File: config.mk
export PLATFORM = sky130hd
export DESIGN_NAME = io1_uart
export DESIGN_NICKNAME = d
export VERILOG_FILES = /design/src/rtl/uart_pkg.sv /design/src/rtl/uart_bit_timer.sv /design/src/rtl/io1_uart.sv
export SDC_FILE = /design/constraint.sdc
export NUM_CORES = 1
export LEC_CHECK = 0
export BUFFER_PORTS_ARGS = -buffer_cell sky130_fd_sc_hd__buf_2
export CORE_AREA = 2 2 111 113
export CTS_CLUSTER_DIAMETER = 200
export DETAILED_ROUTE_END_ITERATION = 10
export DIE_AREA = 0 0 113 115
export PLACE_DENSITY_LB_ADDON = 0.05
export SYNTH_ARGS = -nofsm -noshare
export SYNTH_HDL_FRONTEND = slang
export SYNTH_HIERARCHICAL = 1
export SYNTH_SLANG_ARGS = --single-unit
File: constraint.sdc
create_clock -name clk -period 3.1 [get_ports clk]
set_input_delay 0 -clock clk [delete_from_list [all_inputs] [get_ports clk]]
set_output_delay 0 -clock clk [all_outputs]
set_load 0.02 [all_outputs]
File: src/rtl/uart_pkg.sv
// Shared types and constants for the IO1 UART: FSM state encoding, register map, STATUS bit positions.
// No logic here; latency and backpressure are defined by the modules that import it.
package uart_pkg;

    typedef enum logic [1:0] {IDLE, START, DATA, STOP} uart_state_t;
    typedef uart_state_t tx_state_t;
    typedef uart_state_t rx_state_t;

    localparam logic [1:0] REG_DATA   = 2'b00;
    localparam logic [1:0] REG_STATUS = 2'b01;
    localparam logic [1:0] REG_DIV    = 2'b10;

    localparam int ST_TX_BUSY    = 0;
    localparam int ST_RX_VALID   = 1;
    localparam int ST_RX_OVERRUN = 2;
    localparam int ST_FRAMING    = 3;

endpackage

File: src/rtl/uart_bit_timer.sv
// Reloadable bit-period down-counter: start loads a full or half period, tick pulses for one cycle
// at each period end, then the counter reloads a full period by itself. No backpressure.
module uart_bit_timer
    import uart_pkg::*;
#(
    parameter int PRESCALE = 16
) (
    input  logic       clk,
    input  logic       reset,
    input  logic [7:0] divisor,
    input  logic       start,
    input  logic       half,
    output logic       tick
);

    localparam int CW = $clog2(256 * PRESCALE);
    localparam int LW = CW + 1;

    logic [CW-1:0] cnt;
    logic [LW-1:0] fullLen;
    logic [LW-1:0] loadLen;

    // One extra bit: the longest period, 256*PRESCALE, does not fit in CW bits.
    assign fullLen = LW'(divisor) * LW'(PRESCALE) + LW'(PRESCALE);
    assign loadLen = half ? (fullLen >> 1) : fullLen;
    assign tick    = (cnt == '0) && !start;

    always_ff @(posedge clk or posedge reset) begin
        if (reset) begin
            cnt <= '0;
        end else if (start) begin
            cnt <= CW'(loadLen - LW'(1));
        end else if (cnt == '0) begin
            cnt <= CW'(fullLen - LW'(1));
        end else begin
            cnt <= cnt - CW'(1);
        end
    end

endmodule

File: src/rtl/io1_uart.sv
// Memory-mapped 8N1 UART on IO1: DATA/STATUS/DIVISOR registers, single TX and RX holding registers.
// Reads are combinational; a DATA write while txBusy is dropped, an unread RX byte is overwritten (overrun).
module io1_uart
    import uart_pkg::*;
#(
    parameter int         PRESCALE  = 16,
    parameter logic [7:0] DIV_RESET = 8'd0
) (
    input  logic       clk,
    input  logic       reset,
    input  logic       readEnable,
    input  logic       writeEnable,
    input  logic [1:0] regSelect,
    input  logic [7:0] dataIn,
    output logic [7:0] dataOut,
    input  logic       rx,
    output logic       tx
);

    logic [7:0] divisor;
    tx_state_t  txState;
    rx_state_t  rxState;
    logic [7:0] txShift, rxShift, rxData;
    logic [2:0] txBitCnt, rxBitCnt;
    logic       rxSync1, rxSync2, rxPrev;
    logic       rxValid, rxOverrun, framingError;
    logic       txBusy, txLoad, txTick, rxTick, rxStart, rxFall;
    logic       statusWr, rxStopOk, rxStopBad;
    logic [7:0] status;

    assign txBusy    = (txState != IDLE);
    assign txLoad    = writeEnable && (regSelect == REG_DATA) && !txBusy;
    assign statusWr  = writeEnable && (regSelect == REG_STATUS);
    assign rxFall    = rxPrev && !rxSync2;
    assign rxStart   = (rxState == IDLE) && rxFall;
    assign rxStopOk  = (rxState == STOP) && rxTick && rxSync2;
    assign rxStopBad = (rxState == STOP) && rxTick && !rxSync2;
    assign status    = {4'b0, framingError, rxOverrun, rxValid, txBusy};

    uart_bit_timer #(.PRESCALE(PRESCALE)) txTimer (
        .clk(clk), .reset(reset), .divisor(divisor),
        .start(txLoad), .half(1'b0), .tick(txTick)
    );

    // RX timer is started half a period in so every later tick lands mid-bit.
    uart_bit_timer #(.PRESCALE(PRESCALE)) rxTimer (
        .clk(clk), .reset(reset), .divisor(divisor),
        .start(rxStart), .half(1'b1), .tick(rxTick)
    );

    always_ff @(posedge clk or posedge reset) begin
        if (reset) begin
            divisor <= DIV_RESET;
        end else if (writeEnable && (regSelect == REG_DIV)) begin
            divisor <= dataIn;
        end
    end

    always_ff @(posedge clk or posedge reset) begin
        if (reset) begin
            txState  <= IDLE;
            tx       <= 1'b1;
            txShift  <= '0;
            txBitCnt <= '0;
        end else begin
            case (txState)
                IDLE: if (txLoad) begin
                    txShift <= dataIn;
                    tx      <= 1'b0;
                    txState <= START;
                end
                START: if (txTick) begin
                    tx       <= txShift[0];
                    txShift  <= txShift >> 1;
                    txBitCnt <= '0;
                    txState  <= DATA;
                end
                DATA: if (txTick) begin
                    if (txBitCnt == 3'd7) begin
                        tx      <= 1'b1;
                        txState <= STOP;
                    end else begin
                        tx       <= txShift[0];
                        txShift  <= txShift >> 1;
                        txBitCnt <= txBitCnt + 3'd1;
                    end
                end
                STOP: if (txTick) txState <= IDLE;
                default: txState <= IDLE;
            endcase
        end
    end

    always_ff @(posedge clk or posedge reset) begin
        if (reset) begin
            rxSync1  <= 1'b1;
            rxSync2  <= 1'b1;
            rxPrev   <= 1'b1;
            rxState  <= IDLE;
            rxShift  <= '0;
            rxBitCnt <= '0;
        end else begin
            rxSync1 <= rx;
            rxSync2 <= rxSync1;
            rxPrev  <= rxSync2;
            case (rxState)
                IDLE:  if (rxStart) rxState <= START;
                START: if (rxTick) begin
                    rxBitCnt <= '0;
                    rxState  <= rxSync2 ? IDLE : DATA;
                end
                DATA: if (rxTick) begin
                    rxShift  <= {rxSync2, rxShift[7:1]};
                    rxBitCnt <= rxBitCnt + 3'd1;
                    if (rxBitCnt == 3'd7) rxState <= STOP;
                end
                STOP: if (rxTick) rxState <= IDLE;
                default: rxState <= IDLE;
            endcase
        end
    end

    // Hardware set takes priority over a same-cycle write-one-to-clear.
    always_ff @(posedge clk or posedge reset) begin
        if (reset) begin
            rxData       <= '0;
            rxValid      <= 1'b0;
            rxOverrun    <= 1'b0;
            framingError <= 1'b0;
        end else begin
            if (rxStopOk) rxData <= rxShift;

            if (rxStopOk) rxValid <= 1'b1;
            else if (statusWr && dataIn[ST_RX_VALID]) rxValid <= 1'b0;

            if (rxStopOk && rxValid) rxOverrun <= 1'b1;
            else if (statusWr && dataIn[ST_RX_OVERRUN]) rxOverrun <= 1'b0;

            if (rxStopBad) framingError <= 1'b1;
            else if (statusWr && dataIn[ST_FRAMING]) framingError <= 1'b0;
        end
    end

    always_comb begin
        dataOut = 8'h00;
        if (readEnable) begin
            case (regSelect)
                REG_DATA:   dataOut = rxData;
                REG_STATUS: dataOut = status;
                REG_DIV:    dataOut = divisor;
                default:    dataOut = 8'h00;
            endcase
        end
    end

endmodule

After elaboration in Yosys (flattened, before gate mapping)
Index checks and enable logic that the tools add are counted. W data, S select, Z words.

Add/subtract/negate cells: 7. Eq/ne operators: 21. Mux-type cells: 42. Reductions and logical operators: 38.

Operator list (number): $mux W12 (4); $pmux W8 S3 (2); $sub A12 B1 Y12 const B (4); $mux W8 (5); $logic_not A12 Y1 (2); $mux W2 (11); $ne A2 B2 Y1 const B (9); $pmux W2 S4 (2); $logic_and A1 B1 Y1 (15); $mux W3 (5); $reduce_and A5 Y1 (3); $add A12 B5 Y13 const B (1); $pmux W3 S2 (2); $reduce_bool A2 Y1 (6); $eq A2 B2 Y1 const B (5); $mux W1 (10); $reduce_and A4 Y1 (2); $add A3 B1 Y3 const B (2); $eq A2 B1 Y1 const B (3); $eq A3 B3 Y1 const B (2); $logic_not A2 Y1 (3); $logic_not A1 Y1 (4); $ne A2 B1 Y1 const B (2); $pmux W1 S3 (1); other kinds (3) (3).

Register bits: 73. Input bits: 15. Output and inout port bits: 9.

Logic depth before layout (Yosys ltp)
Word-level depth: 9. Depth in mapped cells: 11. Mapped depth without buffers: 10.

Hierarchy
Netlist, hierarchy kept.

By module, submodules not included: uart_bit_timer (instances 2, cells an instance 181, area an instance 1432.6 µm², seq. area each 300.3 µm²); io1_uart (instances 1, cells an instance 193, area an instance 2413.6 µm², seq. area each 1231.2 µm²).

Least setup slack after synthesis
OpenSTA, ideal clock, no wires.

Path kind: reg-to-reg. Start: reg rxTimer.cnt[6]. End: reg rxData[0]. Library setup time: 125 ps. Data arrival time: 2488 ps. Data required time: 2975 ps. Path slack: 487 ps. Stages on the path, launching flop included: 9. Buffers on the path: 2. Path through: dfrtp_1 -> or4_1 -> nor3_1 -> buf_4 -> nand2_1 -> inv_1 -> clkbuf_1 -> nand4_1 -> mux2_2.

Word-level cells in the longest chain between the ends: 4.

RTL lines: start, declared (RTL line uart_bit_timer.sv:19) `logic [CW-1:0] cnt;`; start signal, assigned (RTL line uart_bit_timer.sv:32) `cnt <= CW'(loadLen - LW'(1));`; start signal, assigned (RTL line uart_bit_timer.sv:34) `cnt <= CW'(fullLen - LW'(1));`; start signal, assigned (RTL line uart_bit_timer.sv:36) `cnt <= cnt - CW'(1);`; $logic_not A12 Y1 (RTL line uart_bit_timer.sv:26) `assign tick = (cnt == '0) && !start;`; $logic_and A1 B1 Y1 (RTL line uart_bit_timer.sv:26); via rxTick (RTL line io1_uart.sv:27) `logic txBusy, txLoad, txTick, rxTick, rxStart, rxFall;`; $logic_and A1 B1 Y1 (2 in series) (RTL line io1_uart.sv:36) `assign rxStopOk = (rxState == STOP) && rxTick && rxSync2;`; end signal, assigned (RTL line io1_uart.sv:131) `if (rxStopOk) rxData <= rxShift;`; end, declared (RTL line io1_uart.sv:23) `logic [7:0] txShift, rxShift, rxData;`.

The timed path passes the listed nets, and every way through them passes these cells. A chain may end at the register's enable or synchronous reset.

Worst setup path after layout
Start: reg divisor[1]. End: reg txTimer.cnt[11].

Word-level cells in the longest chain between the ends: 4.

RTL lines: start, declared (RTL line io1_uart.sv:20) `logic [7:0] divisor;`; start signal, assigned (RTL line io1_uart.sv:55) `divisor <= dataIn;`; $add A12 B5 Y13 (*) (RTL line uart_bit_timer.sv:24) `assign fullLen = LW'(divisor) * LW'(PRESCALE) + LW'(PRESCALE);`; $sub A12 B1 Y12 (*) (RTL line uart_bit_timer.sv:32, uart_bit_timer.sv:34); $mux W12 (RTL line uart_bit_timer.sv:33) `end else if (cnt == '0) begin`; $mux W12 (*) (RTL line uart_bit_timer.sv:31) `end else if (start) begin`; end signal, assigned (RTL line uart_bit_timer.sv:32); end signal, assigned (RTL line uart_bit_timer.sv:34); end signal, assigned (RTL line uart_bit_timer.sv:36); end, declared (RTL line uart_bit_timer.sv:19).

Mark *: on every way between the ends. The rest lies on a longest branch, timed or not.

==> flow_summary_export.csv <==
group,metric,value,unit
timing,slew_violations,0,
synthesis,syn_area,0.00528,mm^2
hold_path,min_path_type,"in -> reg",
synthesis,synth.largest_area_cell,"dfrtp_1",
final_layout,layout.cells.non_filler,742,
timing,min_period_over_period,87.8,%
timing,setup_viol,0,
synthesis,synth_flop_cell,"dfrtp_1",
run,maxCapViolCount,0,
synthesis,yosysTopAreaCellShare,32.7,%
timing,skew,0.00491,ns
floorplanning,dieArea,0.0130,mm^2
floorplanning,core-area,0.0118,mm^2
detailed_routing,routed_wl,11.8,mm
setup_path,cp_top_family,"simple AND/OR/NAND/NOR gates",
setup_path,cp_num_buf_inv,0,
timing,final-hold-violation-count,0,
place,pre_cts_ws,0.392,ns
clock_tree,clkTransAtPathRegs,0.06,ns
place,port_buffers,23,
clock_tree,ctsResizeCount,0,
power_and_ir_drop,vdd_drop_max,0.545,mV
place,gp_congestion,0.855,
power_and_ir_drop,p_leak,2.63,nW
timing,fin_setup_tns,0,ns
place,numPlacedInstances,716,
grt,globalRouteOverflowTotal,0,
setup_path,start_kind,"flip-flop",
grt,antenna_found_initial,0,
setup_path,required,3.36,ns
final_layout,fill_cells,1119,
status,status,"finished with violations",
synthesis,ys_seq_elements,73,
detailed_routing,dr.pass1.iters,8,
final_layout,diodes,0,
status,violations,"DRC",
synthesis,synth.distinct_cells,71,
detailed_routing,drtIter0Drc,218,
timing,fmax,0.367,GHz
clock_tree,cts_root_buffer,"clkbuf_16",
synthesis,synth_seq_area_share,34.7,%
detailed_routing,ant_nets,0,
clock_tree,clock_sinks,73,
timing,slew_headroom,29.6,%
setup_path,crit_slowest_cell,"dfrtp_1",
clock_tree,numCtsBuffers,9,
setup_path,end_kind,"flip-flop",
synthesis,syn-instance-count,555,
detailed_routing,vias_per_cell,5.68,
synthesis,synth_area_per_cell,9.51,um^2
setup_path,crit_type,"reg -> reg",
power_and_ir_drop,powerDensity,737,mW/mm^2
clock_tree,cts_tree,"done",
synthesis,ys_warn_count,6,
timing,rsz0062_at_grt,"no",
setup_path,crit_path_cell_trace,"ha_1, or3_4, o22ai_4, and4bb_1, nand2_4, or3_1, a41oi_1",
synthesis,synth_edf_count,0,
timing,max_slew.worst_pin.slew,1.06,ns
place,place_hpwl,8.70,mm
setup_path,r2r_start,"divisor[1]",
floorplanning,start_util,44.7,%
hold_path,min_from,"writeEnable",
final_layout,syn2layout_area_growth,12.5,%
setup_path,worstPathArrival,2.98,ns
clock_tree,clock_latency,0.34,ns
final_layout,drive_above_1_share,21.5,%
grt,grt_pass1_wl,20.0,mm
timing,period_minus_slack,2.72,ns
detailed_routing,post_drt_wl_per_cell,15.9,um
grt,grt_usage,19.4,%
synthesis,synth.area.top_cells,"dfrtp_1, mux2_2, ha_1",
floorplanning,io_pins,24,
detailed_routing,post-route-drc-count,1,
grt,first_global_vias,3996,
floorplanning,die_w,113,um
grt,grt_max_degree,50,
floorplanning,dieHeight,115,um
timing,setup_ws,0.378,ns
synthesis,async_flop_share,100,%
setup_path,crit_path_start,"divisor[1]",
clock_tree,clockBufferDepth,2,
final_layout,fin_nets,623,
clock_tree,htreeDepth,3,
setup_path,slowest_delay,0.49,ns
power_and_ir_drop,power.total,0.00438,W
setup_path,worst-path-max-fanout,11,
floorplanning,num_rows,40,
detailed_routing,vias,4211,
sequential cells by signal, indices dropped and copies added (netlist names), 2 cells and up, named ones only:
signal,cells
txState,2
rxTimer/cnt,12
txBitCnt,3
rxShift,8
rxData,8
rxBitCnt,3
txTimer/cnt,12
divisor,8
txShift,8
placed cells by master, fill, tap and decap left out, types with 9 or more instances in the layout:
cell type,synthesis,final
a211oi_1,10,10
a21oi_1,22,22
buf_2,6,23
buf_4,2,14
clkbuf_16,0,9
dfrtp_1,69,69
dlygate4sd3_1,0,10
ha_1,18,18
inv_1,28,27
mux2_2,42,42
mux2i_1,14,14
nand2_1,38,38
nand2b_1,11,11
nand3_1,18,18
nor2_1,35,35
nor3_1,16,16
o21ai_0,28,28
xnor2_1,18,18
xor2_1,14,14
routing by layer:
layer | vias to the layer above | wire length [um] | global-route usage [%]
met5 | - | 0 | 0
met3 | 15 | 379 | 3.95
met1 | 2035 | 5630 | 26.6
li1 | 2097 | - | -
met4 | 0 | 189 | 6.50
met2 | 64 | 5630 | 30.8
cell usage after synthesis (all sizes together) (3+ instances only):
cell / count
a211o: 3
a211oi: 10
a21boi: 4
a21o: 4
a21oi: 22
a221oi: 4
a22o: 5
a311oi: 3
a31o: 4
a31oi: 4
and2: 9
and3: 5
and3b: 4
buf: 14
clkbuf: 15
dfrtp: 69
dfstp: 4
ha: 18
inv: 28
mux2: 42
mux2i: 14
nand2: 40
nand2b: 11
nand3: 18
nand4: 3
nand4b: 4
nor2: 35
nor2b: 5
nor3: 16
nor4: 4
o21a: 4
o21ai: 28
o22ai: 6
o2bb2ai: 4
o31ai: 4
o32a: 4
or3: 11
or4: 4
xnor2: 22
xor2: 14
tightest hold or removal path: cells and delay by family:
family / cells / cell delay [ns]
and+or+nand+nor: 1 / 0.08
AOI/OAI and AO/OA: 1 / 0.11
buffers and inverters: 1 / 0.13
report_power, final:
group	internal, W	switching [W]	total, W
Sequential	0.00122	0.000286	0.00151
Clock	0.000626	0.000421	0.00105
Combinational	0.000889	0.000937	0.00183
cells by family (layout without fill, tap and decap cells):
group / count (synthesis) / in the layout / share of synthesized area, %
AND/OR/NAND/NOR: 185 / 185 / 19.5
AO/OA/AOI/OAI: 128 / 128 / 17.7
flip-flops: 73 / 73 / 34.7
buffers and inverters: 57 / 91 / 5.19
multiplexers: 56 / 56 / 11.6
XOR/XNOR: 36 / 36 / 6.97
adder cells (fa/ha/maj): 18 / 18 / 4.27
other: 2 / 8 / 0.142
stage by stage:
stage	hold WS [ns]	area, um^2	util [%]
after global placement	0.0755	5540	46.9
after global routing	0.0313	5940	50.3
after floorplan	-0.135	5300	-
after detailed placement	0.0793	5540	46.9
after CTS	0.00274	5940	50.3
final	0.0139	5940	50.3
repair_timing:
item / 4_1_cts / 5_1_grt
hold endpoints to repair: 80 / 0
buffers inserted: 0 / 0
hold buffers: 10 / 0
final timing paths:
check,to,slack [ns],cells after the start
worst max-delay path,txTimer/cnt[11],0.38,7
worst min-delay path,rxOverrun,0.01,3
worst max register to register,txTimer/cnt[11],0.38,7
worst min register to register,rxSync2,0.36,0
max in group asynchronous,rxBitCnt[2],1.95,3
min in group asynchronous,rxTimer/cnt[0],0.26,3
cell type report:
cell class,count,area [um^2],share of cell area [%]
timing repair buffer,47,320,5.39
inverter,28,105,1.77
clock buffer,10,229,3.86
multi-input combinational,431,3200,53.9
tap,147,184,3.10
clock inverter,6,67.6,1.14
sequential,73,1830,30.8
Power figures use the tool's default switching activity.
